`src/rtl/fetch_pkg.sv`:
```
// Shared types and constants for the instruction-fetch stage.
package fetch_pkg;

  typedef enum logic [1:0] {
    S_IDLE,
    S_FETCH,
    S_HOLD,
    S_TRAP
  } state_t;

  localparam logic [31:0] NOP              = 32'h0000_0013;
  localparam logic [31:0] DEFAULT_RESET_PC = 32'h0000_0000;

endpackage

```
`src/rtl/fetch_unit_pc_reg.sv`:
```
// Architectural PC register with sequential-address adder and alignment check
// on the value about to be loaded.
module pc_reg
  import fetch_pkg::*;
#(
  parameter logic [31:0] RESET_PC = DEFAULT_RESET_PC
) (
  input  logic        clk,
  input  logic        rst,
  input  logic        load,
  input  logic [31:0] d,
  output logic [31:0] q,
  output logic [31:0] q_4,
  output logic        d_misaligned
);

  always_ff @(posedge clk) begin
    if (rst) begin
      q <= RESET_PC;
    end else if (load) begin
      q <= d;
    end
  end

  assign q_4          = q + 32'd4;
  assign d_misaligned = |d[1:0];

endmodule

```
`src/rtl/fetch_unit.sv`:
```
// Instruction-fetch stage: one outstanding imem request, holds the fetched word
// until the consumer accepts it, handles flush-redirect and misaligned trap.
module fetch_unit
  import fetch_pkg::*;
#(
  parameter logic [31:0] RESET_PC  = DEFAULT_RESET_PC,
  parameter int unsigned CNT_WIDTH = 32
) (
  input  logic                 clk,
  input  logic                 rst,
  input  logic [31:0]          next_pc,
  input  logic                 stall,
  input  logic                 flush,
  input  logic [31:0]          flush_addr,
  output logic                 imem_req,
  output logic [31:0]          imem_addr,
  input  logic [31:0]          imem_rdata,
  input  logic                 imem_valid,
  output logic [31:0]          inst,
  output logic                 inst_valid,
  output logic [31:0]          pc,
  output logic [31:0]          pc_4,
  output logic                 misaligned,
  output logic [CNT_WIDTH-1:0] inst_count
);

  state_t      state;
  logic        drop;
  logic        pc_load;
  logic [31:0] pc_d;
  logic        target_misaligned;

  // Flush outranks accept; nothing loads the PC once trapped.
  always_comb begin
    pc_d    = flush ? flush_addr : next_pc;
    pc_load = (state != S_TRAP) && (flush || ((state == S_HOLD) && !stall));
  end

  pc_reg #(
    .RESET_PC(RESET_PC)
  ) u_pc_reg (
    .clk         (clk),
    .rst         (rst),
    .load        (pc_load),
    .d           (pc_d),
    .q           (pc),
    .q_4         (pc_4),
    .d_misaligned(target_misaligned)
  );

  assign imem_addr = pc;

  always_ff @(posedge clk) begin
    if (rst) begin
      state      <= S_IDLE;
      inst       <= NOP;
      inst_valid <= 1'b0;
      imem_req   <= 1'b0;
      misaligned <= 1'b0;
      inst_count <= '0;
      drop       <= 1'b0;
    end else if (state != S_TRAP) begin
      if (flush) begin
        inst_valid <= 1'b0;
        // A response still in flight must be discarded; one arriving now already is.
        drop       <= (state == S_FETCH) && !imem_valid;
        if (target_misaligned) begin
          state      <= S_TRAP;
          imem_req   <= 1'b0;
          misaligned <= 1'b1;
        end else begin
          state    <= S_FETCH;
          imem_req <= 1'b1;
        end
      end else begin
        case (state)
          S_IDLE: begin
            state    <= S_FETCH;
            imem_req <= 1'b1;
          end
          S_FETCH: begin
            if (imem_valid) begin
              if (drop) begin
                drop <= 1'b0;
              end else begin
                inst       <= imem_rdata;
                inst_valid <= 1'b1;
                imem_req   <= 1'b0;
                state      <= S_HOLD;
              end
            end
          end
          S_HOLD: begin
            if (!stall) begin
              inst_count <= inst_count + CNT_WIDTH'(1);
              inst_valid <= 1'b0;
              if (target_misaligned) begin
                state      <= S_TRAP;
                misaligned <= 1'b1;
              end else begin
                state    <= S_FETCH;
                imem_req <= 1'b1;
              end
            end
          end
          default: ;
        endcase
      end
    end
  end

endmodule

```
`config.mk`:
```
export PLATFORM = sky130hd
export DESIGN_NAME = fetch_unit
export DESIGN_NICKNAME = d
export VERILOG_FILES = /design/src/rtl/fetch_pkg.sv /design/src/rtl/fetch_unit_pc_reg.sv /design/src/rtl/fetch_unit.sv
export SDC_FILE = /design/constraint.sdc
export NUM_CORES = 1
export LEC_CHECK = 0
export ABC_AREA = 0
export BUFFER_PORTS_ARGS = -buffer_cell sky130_fd_sc_hd__buf_4
export CORE_MARGIN = 2
export CORE_UTILIZATION = 35
export CTS_CLUSTER_SIZE = 25
export DETAILED_ROUTE_END_ITERATION = 10
export PLACE_DENSITY_LB_ADDON = 0.08
export SLEW_MARGIN = 20
export SYNTH_ARGS = -nofsm -noshare
export SYNTH_HDL_FRONTEND = slang
export SYNTH_SLANG_ARGS = --single-unit
```
`constraint.sdc`:
```
create_clock -name clk -period 2.7 [get_ports clk]
set_clock_uncertainty 0.2 [all_clocks]
set_input_delay 0.135 -clock clk [delete_from_list [all_inputs] [get_ports clk]]
set_output_delay 0.135 -clock clk [all_outputs]
set_load 0.05 [all_outputs]
```
; Yosys cells after proc, flatten, opt, wreduce, memory -nomap -nowiden
; Cells that the tools add are included.
[totals]
reg_bits = 102
latch_bits = 0
ram_bits = 0
mem_bits_ro = 0
input_bits = 101
output_inout_bits = 163
word_cells = 67
mem_count = 0
[op_classes]
add_sub_neg = 2
mul = 0
div = 0
magnitude_cmp = 0
eq_ne = 8
shift = 0
n_mux = 26
bitwise_logic = 3
reduce_logical = 20
[op_table]
columns = op, count
row1 = adder 32 x 1 -> 32 bit (second input constant), 1
row2 = adder 32 x 3 -> 32 bit (second input constant), 1
row3 = two-way mux 32 bit, 1
row4 = two-way mux 1 bit, 17
row5 = AND reduction 5 bit, 3
row6 = inequality test 3 bit (second input constant), 4
row7 = two-way mux 2 bit, 5
row8 = one-hot mux 2 bit (3 select lines), 1
row9 = AND reduction 3 bit, 2
row10 = AND reduction 6 bit, 1
row11 = nonzero test 2 bit, 3
row12 = AND reduction 4 bit, 1
row13 = nonzero test 4 bit, 1
row14 = logical AND 1 bit, 3
row15 = NOT 1 bit, 3
row16 = one-hot mux 1 bit (3 select lines), 1
row17 = nonzero test 3 bit, 1
row18 = == test 2 x 1 -> 1 bit (second input constant), 1
row19 = == test 2 bit (second input constant), 1
row20 = logical NOT 1 bit, 2
row21 = logical NOT 2 bit, 1
row22 = inequality test 2 x 1 -> 1 bit (second input constant), 1
row23 = inequality test 2 bit (second input constant), 1
row24 = one-hot mux 1 bit (2 select lines), 1
row25 = other kinds (2), 2

; Depth between registers and ports, before layout
; Gate-level depths: netlist of run 1.
[depth]
word_depth = 6
mapped_depth = 8
mapped_depth_nobuf = 6

; Modules after synthesis
; Synthesis of run 1 repeated with hierarchy kept, for this count alone.
[hier_totals]
hier_cells = 630
hier_area_um2 = 5440.2
[modules_own_cells]
columns = mod, instances, cells_per_inst, area_each_um2, seq_area_each_um2
row1 = fetch_unit, 1, 443, 3729.8, 1401.3
row2 = pc_reg, 1, 187, 1710.4, 640.6

; Least setup slack after synthesis of run 1
; OpenSTA, ideal clock, no wires.
[synth_timing]
path_type = register to output
from = reg u_pc_reg.q[2]
to = out pc_4[24]
arrival_time_ps = 2794
required_ps = 2365
path_slack_ps = -429
path_stages_with_launch = 7
path_buffers = 1
path_cell_list = dfxtp_1 -> ha_1 -> inv_1 -> or4_1 -> clkbuf_1 -> nor4_1 -> xor2_1
[synth_between]
elab_chain_len = 1
[synth_lines]
columns = item, line_no
row1 = start: declaration, fetch_unit_pc_reg.sv:12  ; output logic [31:0] q,
row2 = start signal: assignment, fetch_unit_pc_reg.sv:19  ; q <= RESET_PC;
row3 = start signal: assignment, fetch_unit_pc_reg.sv:21  ; q <= d;
row4 = adder 32 x 3 -> 32 bit, fetch_unit_pc_reg.sv:25  ; assign q_4 = q + 32'd4;
row5 = end: declaration, fetch_unit.sv:22  ; output logic [31:0] pc_4,
; Every way passes these cells.

; Worst setup path after layout of run 1
[layout_timing]
from = reg u_pc_reg.q[9]
to = out pc_4[27]
; The elaborated chain is that of the path after synthesis.

==> results_dict.tcl, run 1 <==
set metrics [dict create \
    leakage_nw 3.69 \
    clkSinkCount 102 \
    clk_latency_ps 340 \
    wire_per_inst_um 15.6 \
    rsz0062_at_grt "no" \
    grt_pass1_vias 5517 \
    io_pins 264 \
    crit_family "simple AND/OR/NAND/NOR gates" \
    crit_type "flop to output pin" \
    start_util_pct 36.2 \
    die_y_um 127 \
    wirelength_um 17600 \
    dr.pass1.iters 4 \
    nets 1050 \
    worstPathMaxFanout 8 \
    dpl.hpwl_um 12500 \
    cts-root-buf "clkbuf_16" \
    fmax_ghz 0.391 \
    antenna_found_initial 0 \
    setup_slack_ps 142 \
    place.gp.congestion 0.825 \
    crit_path_end_kind "output pin" \
    layout-drive-gt1-share_pct 36.0 \
    grt_max_degree 66 \
    power_w 0.00547 \
    setup-violations-final 0 \
    antenna_left 0 \
    routed_via_density 5.03 \
    slowest_stage "or4_4" \
    worst_pin_slew_ps 725 \
    portBuffers 263 \
    cp.arrival_ps 2220 \
    crit_path_cell_trace "nand4_1 > or4_4 > nor3_1 > xor2_2 > buf_4" \
    cts_made_buffers 9 \
    yosys-top-cells-area "dfxtp_1 39%, mux2i_1 6.2%, nand2_1 5.9%" \
    antennaDiodeCount 0 \
    outcome "finished, violations left" \
    fin_util_pct 58.5 \
    grt.total_usage_pct 21.2 \
    yosysWarnings 0 \
    start_kind "flop" \
    finalSetupTns_ps 0 \
    async_flop_share_pct 0 \
    power.density_nw_per_um2 638 \
    r2r_setup_slack_ps 180 \
    layout_min_cycle_time_ps 2560 \
    vias 5687 \
    coreArea_um2 14600 \
    synth-edff-count 0 \
    clock_path_buffers 2 \
    rows 44 \
    grt-ovfl-total 0 \
    netlist.area_leader.share_pct 38.5 \
    netlist-cell-type-count 45 \
    post-route-period-util_pct 94.7 \
    drv_slew 0 \
    pre_cts_ws_ps 154 \
    synth_top_cell_by_area "dfxtp_1" \
    drt_iter0_drc 234 \
    peakVddDrop_mv 0.268 \
    synthesis.nets 749 \
    syn_inst 640 \
    ys_seq_area_share_pct 38.5 \
    area_growth_pct 61.5 \
    dieArea_um2 16200 \
    cts_tree "done" \
    synth_flop_cell "dfxtp_1" \
    worstPathRequired_ps 2370 \
    min_path_type "input pin to flop" \
    max_stage_delay_ps 650 \
    synth-seq-cells 102 \
    syn_area_um2 5300 \
    clk_pin_slew_ps 60 \
    worstPathBufferInverterCount 1 \
    fin_hold_ws_ps -7.28 \
    timing.max_cap.violations 0 \
    drc_errors 0 \
    violations "negative hold slack" \
    avgSynthCellArea_um2 8.29 \
    cts.htree.levels 3 \
    hold_viol_final 1 \
    dieWidth_um 127 \
    relSlewSlack_pct 51.6 \
    grt_pass1_wl_um 28100 \
]
-- flip-flops by register name, indices dropped and copies added, names as in the netlist --
| signal | count |
|---|---|
| inst | 32 |
| drop | 1 |
| misaligned | 1 |
| u_pc_reg.q | 32 |
| inst_valid | 1 |
| imem_req | 1 |
| inst_count | 32 |
| state | 2 |
-- routing by layer --
metal  vias up  wire length (um)  track usage (%)
li1       2826                 -                -
met1      2664              7310             25.7
met2       178              9240             38.7
met3        19               867             3.27
met4         0               216             5.88
met5         -                 0                0
-- Yosys cell counts (all sizes together), types with 4 or more instances --
master,count
and4,8
mux2i,33
nand3,21
a21oi,55
inv,16
nor4,6
buf,44
nand2,84
nand4,14
nor2b,5
nor2,55
o31ai,14
or4,19
ha,8
xnor2,16
a211oi,33
xor2,21
clkbuf,30
or3,4
dfxtp,102
nor3,13
o21ai,6
-- through the flow --
step	hold WS, ps	cell area [um^2]	std cells
finish	-7.28	8560	1130
detailed placement	155	7330	1029
global route	10.8	8560	1130
global placement	148	7330	1029
floorplan	59.2	5400	640
CTS	2.98	8530	1129
-- final cells by class --
type                            count  area (um^2)
Multi-Input combinational cell    448         2950
Sequential cell                   102         2060
Inverter                           16         60.1
Tap cell                          184          230
Clock buffer                       10          239
Timing Repair Buffer              364         2960
Fill cell                        1290         6080
Clock inverter                      6         70.1
-- final timing paths --
check,start,end,cells past startpoint
min reg2reg,inst[6]$_SDFFE_PP0P_,inst[6]$_SDFFE_PP0P_,2
max,u_pc_reg.q[9]$_SDFFE_PP0P_,pc_4[27],5
min,flush_addr[8],u_pc_reg.q[8]$_SDFFE_PP0P_,3
max reg2reg,state[0]$_SDFFE_PP0P_,inst_count[22]$_SDFFE_PP0P_,6
-- power breakdown --
| part | switching (W) | internal (W) |
|---|---|---|
| sequential | 0.000174 | 0.00164 |
| combinational | 0.00152 | 0.000788 |
| clock | 0.000588 | 0.000751 |
-- worst min-delay path, stage by stage --
cell,delay [ps]
buf_4,110
mux2i_1,160
a211oi_1,90
-- cell usage in the layout (no fill, tap or decap), types with 10 or more instances in the layout --
master | Yosys | final
dlygate4sd3_1 | 0 | 84
xnor2_1 | 16 | 16
o31ai_1 | 14 | 14
or4_1 | 18 | 16
mux2i_1 | 33 | 33
nand3_1 | 21 | 21
nand2_1 | 84 | 84
xor2_2 | 0 | 10
dfxtp_1 | 102 | 92
nor2_1 | 55 | 55
buf_4 | 34 | 279
inv_1 | 16 | 16
xor2_1 | 21 | 11
a211oi_1 | 33 | 33
a21oi_1 | 55 | 54
nand4_1 | 14 | 14
-- kinds of logic after synthesis --
group | after synthesis | share of synthesized area, %
AOI/OAI and AO/OA | 116 | 13.6
xor gates and xnor gates | 37 | 6.11
adders and majority gates | 8 | 1.89
buffers and inverters | 90 | 9.01
DFF | 102 | 38.5
muxes | 36 | 6.87
and+or+nand+nor | 251 | 24.0
-- repair_timing --
| action | in CTS | in global routing |
|---|---|---|
| setup endpoints to repair | 9 | 11 |
| hold buffers | 84 | 0 |
| hold endpoints to repair | 60 | 0 |
| pin swaps | 0 | 2 |
| buffers inserted | 0 | 1 |
| resized for setup | 8 | 6 |
Power figures use the tool's default switching activity.
==> run 2: changes to the inputs <==
--- a/config.mk
+++ b/config.mk
@@ -15,4 +15,5 @@
 export SLEW_MARGIN = 20
 export SYNTH_ARGS = -nofsm -noshare
 export SYNTH_HDL_FRONTEND = slang
+export SYNTH_HIERARCHICAL = 1
 export SYNTH_SLANG_ARGS = --single-unit
==> results_dict.tcl, run 2 <==
set metrics [dict create \
    rows 45 \
    synth_top_cell_by_area "dfxtp_1" \
    largestRegisters "inst x32, inst_count x32, u_pc_reg/q x32" \
    antenna_left 0 \
    dieArea_um2 16600 \
    worstPathMaxFanout 7 \
    netlist-cell-type-count 54 \
    ys_seq_area_share_pct 37.5 \
    coreArea_um2 15200 \
    worst_pin_slew_ps 723 \
    reg2reg_depth 4 \
    grt.total_usage_pct 20.7 \
    power_w 0.00541 \
    final_common_cell "buf_4" \
    routed_via_density 5.02 \
    io_pins 264 \
    portBuffers 263 \
    start_kind "flop" \
    rsz0062_at_grt "no" \
    clkSinkCount 102 \
    cts-root-buf "clkbuf_16" \
    syn_area_um2 5440 \
    grt-ovfl-total 0 \
    synth-edff-count 0 \
    synth_flop_cell "dfxtp_1" \
    postCtsSetupBuffers 0 \
    syn_inst 630 \
    synthesis.nets 739 \
    cts_tree "done" \
    crit_path_end_kind "output pin" \
    avgSynthCellArea_um2 8.64 \
    die_y_um 129 \
    fmax_ghz 0.390 \
    layout-drive-gt1-share_pct 37.9 \
    timing.max_cap.violations 0 \
    setup-violations-final 0 \
    clock_path_buffers 2 \
    grt_pass1_vias 5685 \
    yosysWarnings 6 \
    crit_type "flop to output pin" \
    cts.htree.levels 3 \
    nets 1058 \
    grt_max_degree 64 \
    cts_made_buffers 9 \
    crit_path_cell_trace "nand2_1 > nor4_4 > nand3_1 > xnor2_2 > buf_4" \
    mostFrequentLayoutCells "276 x buf_4, 101 x dfxtp_1, 98 x dlygate4sd3_1" \
    clk_latency_ps 350 \
    hold_viol_final 0 \
    regToRegEndpoint "inst_count[29]$_SDFFE_PP0P_" \
    layout_min_cycle_time_ps 2570 \
    start_util_pct 35.8 \
    async_flop_share_pct 0 \
    min_from "rst" \
    yosysMostFrequentCell "dfxtp_1" \
    min_path_cells 2 \
    place.gp.congestion 0.779 \
    timing.rr.start "inst_count[9]$_SDFFE_PP0P_" \
    worstPathRequired_ps 2370 \
    finalSetupTns_ps 0 \
    clk_pin_slew_ps 70 \
    drc_errors 0 \
    max_stage_delay_ps 560 \
    dr.pass1.iters 4 \
    synth_commonest_cells "102 x dfxtp_1, 95 x nand2_1, 57 x a21oi_1" \
    cp.arrival_ps 2230 \
    dpl.hpwl_um 12100 \
    grt_pass1_wl_um 27500 \
    min_path_type "input pin to flop" \
    r2r_setup_slack_ps 310 \
    netlist.area_leader.share_pct 37.5 \
    leakage_nw 3.92 \
    yosys-top-cells-area "dfxtp_1 38%, mux2_2 6.6%, nand2_1 6.6%" \
    slowest_stage "nor4_4" \
    drt_iter0_drc 206 \
    post-route-period-util_pct 95.0 \
    wire_per_inst_um 15.4 \
    hold_end "u_pc_reg/q[16]$_SDFFE_PP0P_" \
    antenna_found_initial 0 \
    drv_slew 0 \
    relSlewSlack_pct 51.8 \
    vias 5738 \
    dieWidth_um 129 \
    power.density_nw_per_um2 614 \
    synth-seq-cells 102 \
    wirelength_um 17600 \
    area_growth_pct 62.0 \
    outcome "completed" \
    peakVddDrop_mv 0.375 \
]
[run 2: changes by cell type after synthesis, sizes merged, moves of 9 or more]
cell / before / now
a211oi: 33 / 2
mux2: 3 / 33
xor2: 21 / 5
xnor2: 16 / 30
nand2: 84 / 95
nor2: 55 / 46
[run 2: how the worst max path moves through the flow]
stage / startpoint / endpoint / slack, ps / cells past startpoint
floorplan: u_pc_reg/q[2]$_SDFFE_PP0P_ / pc_4[10] / 40 / 5
finish: u_pc_reg/q[5]$_SDFFE_PP0P_ / pc_4[29] / 130 / 5
detailed placement: state[0]$_SDFFE_PP0P_ / inst_count[18]$_SDFFE_PP0P_ / 330 / 7
global placement: state[0]$_SDFFE_PP0P_ / inst_count[21]$_SDFFE_PP0P_ / 360 / 6
global route: u_pc_reg/q[3]$_SDFFE_PP0P_ / pc_4[28] / 1 / 6
CTS: u_pc_reg/q[2]$_SDFFE_PP0P_ / pc_4[16] / 30 / 6
[run 2: logic make-up (layout without fill, tap and decap cells)]
logic type	count (synthesis)	after routing	share of synthesized area, %
AO/OA/AOI/OAI	94	94	9.94
XOR/XNOR	35	35	5.63
other	0	2	0
flip-flops	102	102	37.5
AND/OR/NAND/NOR	248	248	23.8
multiplexers	65	65	12.7
adder cells (fa/ha/maj)	8	8	1.84
buffers and inverters	78	402	8.56
[run 2: metal layers]
metal,up-vias,track usage [%],part of all wire (%)
met5,-,0,0
met4,0,8.12,2.0
met3,22,3.66,5.7
met1,2690,24.4,41
met2,208,37.3,51
li1,2818,-,-
[run 2: cell type report]
| type | count | area (um^2) |
|---|---|---|
| fill | 1348 | 6390 |
| multi-input combinational | 450 | 3090 |
| timing repair buffer | 375 | 3070 |
| sequential | 102 | 2040 |
| clock buffer | 10 | 239 |
| tap | 188 | 235 |
| clock inverter | 6 | 92.6 |
| inverter | 11 | 41.3 |
| antenna | 2 | 5.00 |
[run 2: stage by stage]
step | utilization (%) | worst slack, ps | std cells | instance area, um^2 | hold slack (ps)
4_1_cts | 57.9 | 30.4 | 1142 | 8810 | 118
3_3_place_gp | 49.3 | 359 | 1028 | 7500 | 146
3_5_place_dp | 49.3 | 326 | 1028 | 7500 | 160
5_1_grt | 58.0 | 1.45 | 1142 | 8810 | 141
6_report | 58.0 | 134 | 1144 | 8810 | 126
2_1_floorplan | - | 42.3 | 630 | 5580 | 7.38
[run 2: worst max-delay path: cells and delay by family, from the launching register on]
| kind | cells | cell delay (ps) |
|---|---|---|
| xor+xnor | 1 | 190 |
| simple gates | 3 | 980 |
| flops | 1 | 480 |
| buf+inv | 1 | 220 |
[run 2: power by group]
part	switching [W]	internal (W)	leakage, nW
Combinational	0.00136	0.000811	2.93
Sequential	0.000167	0.00163	0.831
Clock	0.000602	0.000843	0.155
Total	0.00213	0.00328	3.92
[run 2: repair_timing]
action,CTS,global route
resized for setup,0,1
hold buffers,98,0
endpoints found under the hold margin,67,0
endpoints found under the setup margin,0,9
